$ cat src/rtl/stage_type_scanner.sv
// stage_type_scanner
//   Captures every pipeline stage's opcode on a snap strobe, runs them one
//   at a time through a shared (external, combinational) type decoder and
//   streams one ASCII type character per stage plus a trailing newline to a
//   valid/ready character sink.
// Ports:
//   clk, rst         clock, async active-high reset
//   snap             capture request (accepted only when idle)
//   opcodes          packed stage opcodes, stage k at [7k+6:7k]
//   dec_opcode       opcode presented to the shared decoder (0 unless DECODE)
//   dec_ascii        decoder result for dec_opcode
//   char_valid/char_ready/char_data/char_col   character stream handshake
//   busy             frame in progress
//   overrun          sticky: snap seen while busy
module stage_type_scanner #(
  parameter int NUM_STAGES = 5,
  parameter int COL_W      = $clog2(NUM_STAGES+1)
) (
  input  logic                    clk,
  input  logic                    rst,
  input  logic                    snap,
  input  logic [7*NUM_STAGES-1:0] opcodes,
  output logic [6:0]              dec_opcode,
  input  logic [7:0]              dec_ascii,
  output logic                    char_valid,
  input  logic                    char_ready,
  output logic [7:0]              char_data,
  output logic [COL_W-1:0]        char_col,
  output logic                    busy,
  output logic                    overrun
);

  typedef enum logic [1:0] {IDLE, DECODE, SEND, EOL} state_t;

  localparam logic [COL_W-1:0] LAST    = COL_W'(NUM_STAGES-1);
  localparam logic [COL_W-1:0] NL_COL  = COL_W'(NUM_STAGES);

  state_t                          state, state_nxt;
  logic [COL_W-1:0]                idx;
  logic [NUM_STAGES-1:0][6:0]      snap_op;
  logic [6:0]                      sel_op;
  logic                            hs, cap, last;

  assign hs   = char_valid && char_ready;
  assign cap  = (state == IDLE) && snap;
  assign last = (idx == LAST);
  assign busy = (state != IDLE);

  // Index mux over the snapshot; written as a compare loop so the index
  // width never has to match the (non power-of-two) stage count.
  always_comb begin
    sel_op = '0;
    for (int k = 0; k < NUM_STAGES; k++)
      if (idx == COL_W'(k)) sel_op = snap_op[k];
  end

  assign dec_opcode = (state == DECODE) ? sel_op : 7'b0;

  always_ff @(posedge clk or posedge rst)
    if (rst) state <= IDLE;
    else     state <= state_nxt;

  always_comb begin
    state_nxt = state;
    case (state)
      IDLE:    if (snap) state_nxt = DECODE;
      DECODE:  state_nxt = SEND;
      SEND:    if (hs) state_nxt = last ? EOL : DECODE;
      EOL:     if (hs) state_nxt = IDLE;
      default: state_nxt = IDLE;
    endcase
  end

  // Datapath. The packed snapshot layout matches the opcodes bus, so the
  // whole bus is captured in one assignment.
  always_ff @(posedge clk or posedge rst)
    if (rst) begin
      snap_op    <= '0;
      idx        <= '0;
      char_valid <= 1'b0;
      char_data  <= 8'h00;
      char_col   <= '0;
    end else begin
      case (state)
        IDLE: if (cap) begin
          snap_op <= opcodes;
          idx     <= '0;
        end
        DECODE: begin
          char_data  <= dec_ascii;
          char_col   <= idx;
          char_valid <= 1'b1;
        end
        SEND: if (hs) begin
          if (last) begin
            // Newline follows the last stage with no bubble; valid stays up.
            char_data <= 8'h0A;
            char_col  <= NL_COL;
          end else begin
            idx        <= idx + 1'b1;
            char_valid <= 1'b0;
          end
        end
        EOL: if (hs) char_valid <= 1'b0;
        default: ;
      endcase
    end

  always_ff @(posedge clk or posedge rst)
    if (rst)                         overrun <= 1'b0;
    else if (snap && state != IDLE)  overrun <= 1'b1;

endmodule

$ cat config.mk
export PLATFORM = sky130hd
export DESIGN_NAME = stage_type_scanner
export DESIGN_NICKNAME = d
export VERILOG_FILES = /design/src/rtl/stage_type_scanner.sv
export SDC_FILE = /design/constraint.sdc
export NUM_CORES = 1
export LEC_CHECK = 0
export ABC_AREA = 1
export BUFFER_PORTS_ARGS = -buffer_cell sky130_fd_sc_hd__buf_4
export CAP_MARGIN = 20
export CORE_ASPECT_RATIO = 1.75
export CORE_MARGIN = 2
export CORE_UTILIZATION = 40
export CTS_BUF_LIST = sky130_fd_sc_hd__clkbuf_4
export CTS_CLUSTER_DIAMETER = 120
export CTS_CLUSTER_SIZE = 30
export DETAILED_ROUTE_END_ITERATION = 12
export HOLD_SLACK_MARGIN = 0.06
export PLACE_DENSITY_LB_ADDON = 0.08
export SLEW_MARGIN = 5
export SYNTH_ARGS = -nofsm -noshare
export SYNTH_HDL_FRONTEND = slang
export SYNTH_SLANG_ARGS = --single-unit
$ cat constraint.sdc
create_clock -name clk -period 3 [get_ports clk]
set_clock_uncertainty 0.2 [all_clocks]
set_input_delay 0.45 -clock clk [delete_from_list [all_inputs] [get_ports clk]]
set_output_delay 0.45 -clock clk [all_outputs]
set_load 0.01 [all_outputs]
-- Yosys cells after proc, flatten, opt, wreduce, memory -nomap -nowiden
Cells that the tools add are included.
Widths: inputs -> output; s select.
- add/sub/neg operators: 1
- equality and inequality tests: 13
- multiplexer cells: 25
- reduce and logical (&&, ||, !) cells: 14
- operators with widths (operator ; count):
    $mux 7 ; 6
    $mux 8 ; 2
    $pmux 8 s2 ; 1
    $mux 3 ; 5
    $ne 2x2->1 const B ; 6
    $pmux 3 s2 ; 2
    $mux 2 ; 4
    $pmux 2 s4 ; 1
    $reduce_and 4->1 ; 2
    $eq 3x2->1 const B ; 2
    $reduce_and 3->1 ; 2
    $reduce_bool 2->1 ; 3
    $eq 2x2->1 const B ; 2
    $add 3x1->3 const B ; 1
    $eq 3x1->1 const B ; 1
    $eq 3x3->1 const B ; 1
    $logic_and 1x1->1 ; 3
    $logic_not 3->1 ; 1
    $mux 1 ; 3
    $pmux 1 s3 ; 1
    $reduce_bool 3->1 ; 1
    $eq 2x1->1 const B ; 1
    $logic_not 2->1 ; 1
    $reduce_and 2->1 ; 1
- register bits after elaboration: 53
- logic and storage cells: 64

-- Logic depth before layout (Yosys ltp)
Gate-level depths: netlist of the first run.
- depth in word-level cells: 7
- depth in mapped cells: 9
- depth with buffers taken out: 8

-- Worst setup path after synthesis of the first run
Ideal clock, no wire load.
- path kind: reg-to-output
- start point: reg idx[0]
- end point: out dec_opcode[0]
- data arrival time: 1.383 ns
- slack: 0.967 ns
- cell stages (with the launch flop): 9
- path buffers: 0
- cells stage by stage: dfrtp_1 inv_1 ha_1 inv_1 nor2_1 nand3_1 nand2_1 nand2_1 a21oi_1
- word-level cells in the longest chain between the ends: 7
- elaborated cells on any way between the ends: 11
- those cells by class: eq/ne (4); mux (6); reduce/logical (1)
- ends and longest elaborated chain (what ; RTL line ; RTL):
    start: declaration ; 39 ; logic [COL_W-1:0] idx;
    start signal: assignment ; 100 ; idx <= idx + 1'b1;
    $logic_not 3->1 ; 54 ; if (idx == COL_W'(k)) sel_op = snap_op[k];
    $mux 7 (4 in a row) ; 54 ;
    $mux 7 (*) ; 54 ;
    $mux 7 (*) ; 57 ; assign dec_opcode = (state == DECODE) ? sel_op : 7'b0;
    end: declaration ; 23 ; output logic [6:0] dec_opcode,
Mark *: on every way between the ends. The rest lies on a longest branch, timed or not.

-- Final worst setup path of the first run
- start point: reg idx[0]
- end point: out dec_opcode[1]
Same word-level chain as after synthesis.

==> impl_metrics.env, run 1 <==
export IMPL_die_w_um=65.72
export IMPL_layout_common_cells="69 x buf_4, 59 x nand2_1, 53 x dfrtp_1, 29 x inv_1, 18 x o21ai_0"
export IMPL_synth_area_leaders="dfrtp_1 50%, mux2_4 9.0%, nand2_1 8.4%"
export IMPL_synth_top_family_by_area="simple AND/OR/NAND/NOR gates"
export IMPL_synthAdderAreaFrac_pct=2.346
export IMPL_synth_edff_count=0
export IMPL_place_congestion=0.7728
export IMPL_slew_headroom_pct=59.49
export IMPL_end_kind="output port"
export IMPL_grt_pass1_wl_mm=10.29
export IMPL_clk_pin_slew_ns=0.15
export IMPL_yosysUniqueCellTypes=25
export IMPL_hp_class="input pin to flip-flop"
export IMPL_synthDominantCellAreaShare_pct=49.74
export IMPL_cp_start_kind="flip-flop"
export IMPL_syn_to_final_growth_pct=24.03
export IMPL_cts_tree="yes"
export IMPL_cp_arrival_ns=2.07
export IMPL_maxSlewViolCount=0
export IMPL_worst_pin_slew_ns=0.6055
export IMPL_ys_seq_area_share_pct=49.74
export IMPL_ys_ff_latch=53
export IMPL_cp_required_ns=2.35
export IMPL_drv_cap=0
export IMPL_diodes=0
export IMPL_syn_avg_cell_area_um2=9.839
export IMPL_setup_viol=0
export IMPL_rows=39
export IMPL_routedWlPerCell_um=14.21
export IMPL_nNetsFinal=393
export IMPL_vias_per_cell=4.757
export IMPL_async_flop_share_pct=100.0
export IMPL_cts_root_buf="clkbuf_4"
export IMPL_clockBufferDepth=2
export IMPL_ir_drop_mv=0.4558
export IMPL_path_class="flip-flop to output port"
export IMPL_finalCriticalPeriod_ns=2.720
export IMPL_overflow=0
export IMPL_grt_max_degree=54
export IMPL_drcViolationCount=0
export IMPL_layout_drive_gt1_share_pct=38.30
export IMPL_ios=68
export IMPL_htree_levels=2
export IMPL_first_global_vias=2192
export IMPL_dieArea_um2=7360
export IMPL_cts_setup_buffers=0
export IMPL_synth_simple_area_share_pct=16.33
export IMPL_wl_mm=6.024
export IMPL_powerDensity_nw_per_um2=957.3
export IMPL_p_leak_nw=1.702
export IMPL_floorplan_initialDensity_pct=41.08
export IMPL_synth_net_count=323
export IMPL_vias=2017
export IMPL_finalCritPeriodShare_pct=90.66
export IMPL_cts_sink_count=53
export IMPL_port_buffers=67
export IMPL_drt_iter0_markers=62
export IMPL_synth_xor_area_share_pct=0
export IMPL_synth_compound_area_share_pct=8.024
export IMPL_numCtsBuffers=5
export IMPL_finalHoldViolations=0
export IMPL_final_common_cell="buf_4"
export IMPL_dp_hpwl_mm=4.454
export IMPL_setup_tns_ns=0
export IMPL_insertion_delay_ns=0.36
export IMPL_synth_top_area_cell="dfrtp_1"
export IMPL_core_area_um2=6490
export IMPL_ys_flop_type="dfrtp_1"
export IMPL_synth_area_mux_share_pct=16.19
export IMPL_synth_cells=271
export IMPL_detail_route_antenna_nets=0
export IMPL_rsz0062_at_grt="false"
export IMPL_dpl_cell_area_um2=3244
export IMPL_synth_area_um2=2666
export IMPL_hold_depth=2
export IMPL_grt_usage_pct=18.26
export IMPL_grt_antenna_before_repair=0
export IMPL_post_place_ws_ns=0.5496
export IMPL_final_setup_worst_slack_ns=0.2803
export IMPL_r2r_cells=4
export IMPL_die_y_um=112.0
export IMPL_outcome="finished, final reports clean"
export IMPL_drt_pass1_iter_count=4
export IMPL_fmax_mhz=367.7
export IMPL_path_max_fanout=7
export IMPL_final_area_um2=3307
export IMPL_ys_warnings_count=0
[state kept, by name, summed over array words and instances (netlist names)]
signal,cells
state,2
overrun,1
char_col,3
char_data,8
snap_op,35
char_valid,1
idx,3
[Yosys cell counts (2+ instances only)]
| master | number |
|---|---|
| ha_1 | 5 |
| clkbuf_1 | 2 |
| inv_2 | 5 |
| nor2_1 | 16 |
| nand3_1 | 15 |
| a21oi_1 | 10 |
| mux2_2 | 17 |
| buf_6 | 4 |
| o21ai_0 | 18 |
| nor2_4 | 2 |
| nand2_1 | 60 |
| mux2_4 | 16 |
| dfrtp_1 | 53 |
| o21ai_2 | 7 |
| inv_1 | 30 |
| nand2_2 | 2 |
[where the power goes]
group | switching (mW) | internal, mW | total (mW) | leakage [nW]
clock | 0.220 | 0.0856 | 0.305 | 0.0300
combinational | 0.808 | 0.765 | 1.57 | 1.04
sequential | 0.231 | 1.06 | 1.29 | 0.634
total | 1.26 | 1.91 | 3.17 | 1.70
[logic make-up after synthesis]
kind of cell / count (synthesis)
and+or+nand+nor: 100
muxes: 33
DFF: 53
adders and majority gates: 5
AOI/OAI and AO/OA: 37
buffers and inverters: 43
[path summary, 6_finish.rpt]
check | from | endpoint | slack, ns
worst min-delay path | snap | overrun$_DFFE_PP0P_ | 0.09
worst min register to register | overrun$_DFFE_PP0P_ | overrun$_DFFE_PP0P_ | 0.28
worst max register to register | state[1]$_DFFE_PP0P_ | snap_op[32]$_DFFE_PP0P_ | 1.00
worst max-delay path | idx[0]$_DFFE_PP0P_ | dec_opcode[1] | 0.28
max in group asynchronous | rst | snap_op[29]$_DFFE_PP0P_ | 1.87
min in group asynchronous | rst | char_data[2]$_DFFE_PP0P_ | 0.46
[metrics by stage]
stage | cells | utilization (%) | hold WS (ns) | power, mW
6_report | 424 | 50.95 | 0.09483 | 3.166
2_1_floorplan | 271 | - | 0.2739 | 2.373
3_5_place_dp | 415 | 49.99 | 0.2505 | 2.893
3_3_place_gp | 415 | 49.99 | 0.2451 | 2.881
4_1_cts | 424 | 50.92 | 0.07803 | 3.207
5_1_grt | 424 | 50.95 | 0.07192 | 3.476
[critical path, cell delays in order, from the launching register on]
cell and delay [ns]:
dfrtp_1 0.46, inv_1 0.13, ha_1 0.21, inv_1 0.06, nor2_2 0.23, nand3_1 0.12
nand2_1 0.14, nand2_1 0.06, a21oi_1 0.15, buf_4 0.14
[routing by layer]
metal / track usage [%] / wire length, um / part of all wire (%)
met1: 21.85 / 2415 / 40
met2: 30.84 / 3104 / 52
met3: 3.131 / 243 / 4.0
met4: 9.028 / 261 / 4.3
met5: 0 / 0 / 0
[timing repair]
| action | 4_1_cts | 5_1_grt |
|---|---|---|
| gates resized for setup | 0 | 1 |
| hold buffers | 1 | 0 |
| endpoints found under the setup margin | 0 | 7 |
| hold endpoints to repair | 53 | 0 |
[layout make-up]
type / count / area, um2
tap: 82 / 102.6
timing repair buffer: 71 / 548.0
multi-input combinational: 175 / 1149
clock buffer: 5 / 37.54
clock inverter: 3 / 12.51
sequential: 53 / 1326
fill: 630 / 3183
inverter: 35 / 131.4
(Power assumes the default switching activity.)
==> inputs of run 2 (changes only) <==
- MAX_ROUTING_LAYER: not set -> met4
- clock period: 3 -> 2.6 ns (I/O delays scaled with it)
==> run 2 against run 1 <==
Net effect:
- non-clock buffer count grew 44
- die area is the same
- critical endpoint unchanged
- core utilization grew 8.7 points
- register-to-register slack lost 0.33 ns
- first-iteration DRC count grew 84%
- largest cell class unchanged
==> impl_metrics.env, run 2 (synthesized netlist as in run 1, its figures left out) <==
export IMPL_outcome="finished, final reports clean"
export IMPL_rsz0062_at_grt="true"
export IMPL_slew_headroom_pct=62.62
export IMPL_crit_slowest_cell="dfrtp_2"
export IMPL_overflow=0
export IMPL_maxSlewViolCount=0
export IMPL_path_class="flip-flop to output port"
export IMPL_final_area_um2=3870
export IMPL_port_buffers=67
export IMPL_drcViolationCount=0
export IMPL_crit_end="dec_opcode[1]"
export IMPL_detail_route_antenna_nets=0
export IMPL_layout_common_cells="69 x buf_4, 55 x nand2_1, 50 x dfrtp_1, 44 x dlygate4sd3_1, 25 x inv_1"
export IMPL_vias_per_cell=4.724
export IMPL_cts_root_buf="clkbuf_4"
export IMPL_reg_top3="snap_op (35), char_data (8)"
export IMPL_cts_tree="yes"
export IMPL_drt_pass1_iter_count=4
export IMPL_wl_mm=6.525
export IMPL_finalCriticalPeriod_ns=2.440
export IMPL_grt_usage_pct=19.78
export IMPL_largest_reg_flops=35
export IMPL_dp_hpwl_mm=4.450
export IMPL_dpl_cell_area_um2=3249
export IMPL_rrSetupSlack_ns=0.67
export IMPL_path_max_fanout=7
export IMPL_setup_viol=0
export IMPL_clockBufferDepth=2
export IMPL_diodes=0
export IMPL_cpPeakStageDelay_ns=0.46
export IMPL_worst_pin_slew_ns=0.5599
export IMPL_path_common_cell="nand2_1"
export IMPL_grt_antenna_before_repair=0
export IMPL_insertion_delay_ns=0.38
export IMPL_die_y_um=112.0
export IMPL_critical_path_startpoint="idx[0]$_DFFE_PP0P_"
export IMPL_finalHoldViolations=0
export IMPL_top_register="snap_op"
export IMPL_vias=2211
export IMPL_drv_cap=0
export IMPL_r2r_cells=4
export IMPL_end_kind="output port"
export IMPL_r2r_end="snap_op[18]$_DFFE_PP0P_"
export IMPL_cp_required_ns=2.01
export IMPL_grt_pass1_wl_mm=10.90
export IMPL_cp_start_kind="flip-flop"
export IMPL_first_global_vias=2426
export IMPL_ir_drop_mv=0.5620
export IMPL_rows=39
export IMPL_ios=68
export IMPL_htree_levels=2
export IMPL_grt_max_degree=30
export IMPL_rr_startpoint="state[1]$_DFFE_PP0P_"
export IMPL_drt_iter0_markers=114
export IMPL_die_w_um=65.72
export IMPL_finalCritPeriodShare_pct=93.83
export IMPL_crit_cells=9
export IMPL_nNetsFinal=437
export IMPL_floorplan_initialDensity_pct=41.08
export IMPL_fmax_mhz=409.9
export IMPL_holdWs_ns=0.06989
export IMPL_cts_sink_count=53
export IMPL_crit_chain="inv_2 > ha_4 > inv_1 > nor2_4 > nand3_1 > nand2_1 > nand2_1 > a21oi_2 > buf_4"
export IMPL_critPathTopFamily="flip-flops"
export IMPL_clk_pin_slew_ns=0.15
export IMPL_core_area_um2=6490
export IMPL_final_common_cell="buf_4"
export IMPL_layout_drive_gt1_share_pct=39.64
export IMPL_powerDensity_nw_per_um2=1025
export IMPL_dieArea_um2=7360
export IMPL_numCtsBuffers=5
export IMPL_p_leak_nw=1.905
export IMPL_routedWlPerCell_um=13.94
export IMPL_hp_class="input pin to flip-flop"
export IMPL_cp_arrival_ns=1.85
export IMPL_syn_to_final_growth_pct=45.14
export IMPL_critPathBufInv=3
export IMPL_place_congestion=0.8609
## run 2: changes by cell type in the layout (fill, tap and decap cells not counted), sizes merged
cell         change
clkinvlp         +1
bufinv           +1
clkinv           -2
buf              +1
dlygate4sd3     +43
## run 2: power breakdown
part	switching (mW)	internal (mW)	total, mW
clock network	0.270	0.199	0.469
logic	1.01	0.997	2.01
registers	0.273	1.22	1.49
total	1.55	2.42	3.97
## run 2: worst min path at each step
stage / from / endpoint / slack (ns) / cells after the start
after floorplan: snap_op[16]$_DFFE_PP0P_ / snap_op[16]$_DFFE_PP0P_ / 0.27 / 1
after global routing: opcodes[27] / snap_op[27]$_DFFE_PP0P_ / 0.07 / 3
after global placement: overrun$_DFFE_PP0P_ / overrun$_DFFE_PP0P_ / 0.24 / 1
final: opcodes[27] / snap_op[27]$_DFFE_PP0P_ / 0.07 / 3
after detailed placement: overrun$_DFFE_PP0P_ / overrun$_DFFE_PP0P_ / 0.25 / 1
after CTS: opcodes[27] / snap_op[27]$_DFFE_PP0P_ / 0.07 / 3
## run 2: metrics by stage
step           total power, mW  util (%)  setup slack [ns]  setup TNS, ns  instances
6_report                 3.969     59.63            0.1604              0        468
3_3_place_gp             3.327     50.07            0.2673              0        414
3_5_place_dp             3.345     50.07            0.2443              0        414
4_1_cts                  3.898     58.36          0.005302              0        467
5_1_grt                  4.314     59.63          -0.01739       -0.04182        468
2_1_floorplan            2.739         -            0.6269              0        271
## run 2: per-layer routing
metal  vias to the layer above  GRT usage [%]  part of all wire (%)
met1                      1046          20.62                    39
met5                         -              -                     0
met3                        17          3.131                   3.3
met2                        55          35.15                    54
li1                       1093              -                     -
met4                         0          9.167                   3.8
## run 2: final cells by class
| type | instances | area [um2] |
|---|---|---|
| clock buffer | 5 | 37.54 |
| clock inverter | 3 | 41.29 |
| fill | 580 | 2620 |
| inverter | 35 | 136.4 |
| multi-input combinational | 175 | 1224 |
| sequential | 53 | 1330 |
| tap | 82 | 102.6 |
| timing repair buffer | 115 | 998.5 |
## run 2: worst reg2reg max path, cell delays in order (launching register included)
cell     delay, ns
dfrtp_1       0.52
nor2_2        0.07
nand2_2       0.42
buf_12        0.26
mux2_2        0.35
## run 2: repair_timing
item                                    4_1_cts  5_1_grt
resized for setup                             5       22
pin swaps                                     0        3
endpoints found under the hold margin        67        0
hold buffers                                 44        0
buffers inserted                              1        1
endpoints found under the setup margin        7        7
==> inputs of run 3 (changes only) <==
- CORE_UTILIZATION: 40 -> 36
==> run 3 against run 2 <==
Net effect:
- fmax down 0.71%
- die area up 11%
- routed wire length up 3.0%
- core utilization down 5.0 points
- cell count up 1.9%
- register-to-register slack better by 0.06 ns
- highest routed layer unchanged
- hold slack better by 0.087 ns
- largest power group unchanged
- critical endpoint unchanged
- critical path type unchanged
==> impl_metrics.env, run 3 (synthesized netlist as in run 1, its figures left out) <==
export IMPL_first_global_vias=2297
export IMPL_power_switching_mw=1.597
export IMPL_die_y_um=117.8
export IMPL_cpPeakStageDelay_ns=0.42
export IMPL_powerDensity_nw_per_um2=1014
export IMPL_drt_pass1_iter_count=4
export IMPL_htree_levels=2
export IMPL_cts_sink_count=53
export IMPL_largest_reg_flops=35
export IMPL_cts_root_buf="clkbuf_4"
export IMPL_cp_required_ns=2.01
export IMPL_maxSlewViolCount=0
export IMPL_nNetsFinal=442
export IMPL_place_congestion=0.7880
export IMPL_path_max_fanout=9
export IMPL_clockBufferDepth=2
export IMPL_fmax_mhz=407.0
export IMPL_ir_drop_mv=0.4579
export IMPL_die_w_um=69.06
export IMPL_setup_tns_ns=0
export IMPL_final_common_cell="buf_4"
export IMPL_numCtsBuffers=5
export IMPL_routedWlPerCell_um=14.09
export IMPL_ios=68
export IMPL_path_class="flip-flop to output port"
export IMPL_layout_common_cells="73 x buf_4, 52 x nand2_1, 51 x dfrtp_1, 45 x dlygate4sd3_1, 24 x inv_1"
export IMPL_grt_pass1_wl_mm=11.05
export IMPL_nFillCells=685
export IMPL_multi_input_area_um2=1255
export IMPL_port_buffers=67
export IMPL_p_int_mw=2.377
export IMPL_drt_iter0_markers=100
export IMPL_crit_chain="inv_2 > buf_4 > ha_4 > clkinvlp_4 > nand3_2 > nand2_2 > nand2_1 > a21oi_1 > buf_4"
export IMPL_stdcell_count=477
export IMPL_grt_max_degree=30
export IMPL_comb_power_share_pct=53.0
export IMPL_cp_start_kind="flip-flop"
export IMPL_detail_route_antenna_nets=0
export IMPL_area_sequential_um2=1329
export IMPL_swShare_pct=40.18
export IMPL_syn_to_final_growth_pct=47.02
export IMPL_place_inst=418
export IMPL_setup_viol=0
export IMPL_dieArea_um2=8138
export IMPL_p_seq_share_pct=37.8
export IMPL_wl_mm=6.720
export IMPL_worst_pin_slew_ns=0.5779
export IMPL_p_leak_nw=1.932
export IMPL_cp_arrival_ns=1.87
export IMPL_grt_antenna_before_repair=0
export IMPL_hp_class="input pin to flip-flop"
export IMPL_diodes=0
export IMPL_finalCritPeriodShare_pct=94.50
export IMPL_core_area_um2=7182
export IMPL_finalHoldViolations=0
export IMPL_crit_slowest_cell="dfrtp_1"
export IMPL_overflow=0
export IMPL_reg_top3="snap_op (35), char_data (8)"
export IMPL_insertion_delay_ns=0.38
export IMPL_path_common_cell="buf_4"
export IMPL_cts_tree="yes"
export IMPL_drv_cap=0
export IMPL_vias_per_cell=4.612
export IMPL_clkPwrFrac_pct=9.2
export IMPL_layout_drive_gt1_share_pct=41.43
export IMPL_drcViolationCount=0
export IMPL_floorplan_initialDensity_pct=37.13
export IMPL_clk_pin_slew_ns=0.15
export IMPL_rows=41
export IMPL_dp_hpwl_mm=4.740
export IMPL_outcome="finished, final reports clean"
export IMPL_grt_usage_pct=17.69
export IMPL_critPathBufInv=4
export IMPL_top_register="snap_op"
export IMPL_vias=2200
export IMPL_end_kind="output port"
export IMPL_slew_headroom_pct=61.42
export IMPL_critPathTopFamily="buffers and inverters"
export IMPL_finalCriticalPeriod_ns=2.457
[run 3: cell count changes in the layout (fill, tap and decap cells not counted), sizes merged]
cell         delta
buf             +4
inv             -1
bufinv          -1
dlygate4sd3     +1
clkinv          +2
[run 3: layout make-up]
class	instances	share of cell area (%)
Sequential cell	53	33.90
Multi-Input combinational cell	175	32.01
Timing Repair Buffer	120	26.49
Inverter	35	3.575
Tap cell	86	2.745
Clock buffer	5	0.9575
Clock inverter	3	0.3192
[run 3: power by group through the flow]
| stage | logic [mW] | clock network, mW | registers [mW] |
|---|---|---|---|
| after floorplan | 1.28 | 0 | 1.45 |
| after global placement | 1.84 | 0 | 1.52 |
| after detailed placement | 1.85 | 0 | 1.51 |
| after CTS | 1.95 | 0.386 | 1.49 |
| after global routing | 2.34 | 0.419 | 1.55 |
| final | 2.10 | 0.368 | 1.50 |
[run 3: repair_timing]
item                       CTS  global route
hold endpoints to repair    67             1
gates resized for setup      7            27
pin swaps                    1             6
setup buffers                2             4
setup endpoints to repair    7             7
hold buffers                44             1
[run 3: per-stage QoR]
stage	cell area, um2	power (mW)	utilization [%]	setup slack, ns	hold WS [ns]
after CTS	3774	3.832	52.54	0.003798	0.07116
after floorplan	2666	2.739	-	0.6269	0.2739
final	3920	3.974	54.58	0.1430	0.1567
after global placement	3254	3.354	45.31	0.2869	0.2425
after detailed placement	3254	3.362	45.31	0.2134	0.2507
after global routing	3920	4.311	54.58	-0.0001044	0.1679
[run 3: routing by layer]
metal	vias up	GRT usage, %	share of wire [%]
met1	1033	18.43	39
met2	47	31.25	56
li1	1108	-	-
met3	12	2.911	2.8
met5	-	-	0
met4	0	9.559	2.9
[run 3: worst paths after layout]
check                                      endpoint                  from  depth (start not counted)  slack (ns)
min reg2reg                     overrun$_DFFE_PP0P_   overrun$_DFFE_PP0P_                          1        0.29
min in group asynchronous  char_data[5]$_DFFE_PP0P_                   rst                          3        0.40
max                                   dec_opcode[1]    idx[1]$_DFFE_PP0P_                          9        0.14
max reg2reg                 snap_op[24]$_DFFE_PP0P_  state[1]$_DFFE_PP0P_                          4        0.73
min                            state[1]$_DFFE_PP0P_            char_ready                          4        0.16
max in group asynchronous        idx[0]$_DFFE_PP0P_                   rst                          4        1.23
[run 3: worst register-to-register path: cells and delay by family, from the launching register on]
kind,cells,cell delay (ns)
buf+inv,1,0.26
flops,1,0.51
mux,1,0.36
simple gates,2,0.45
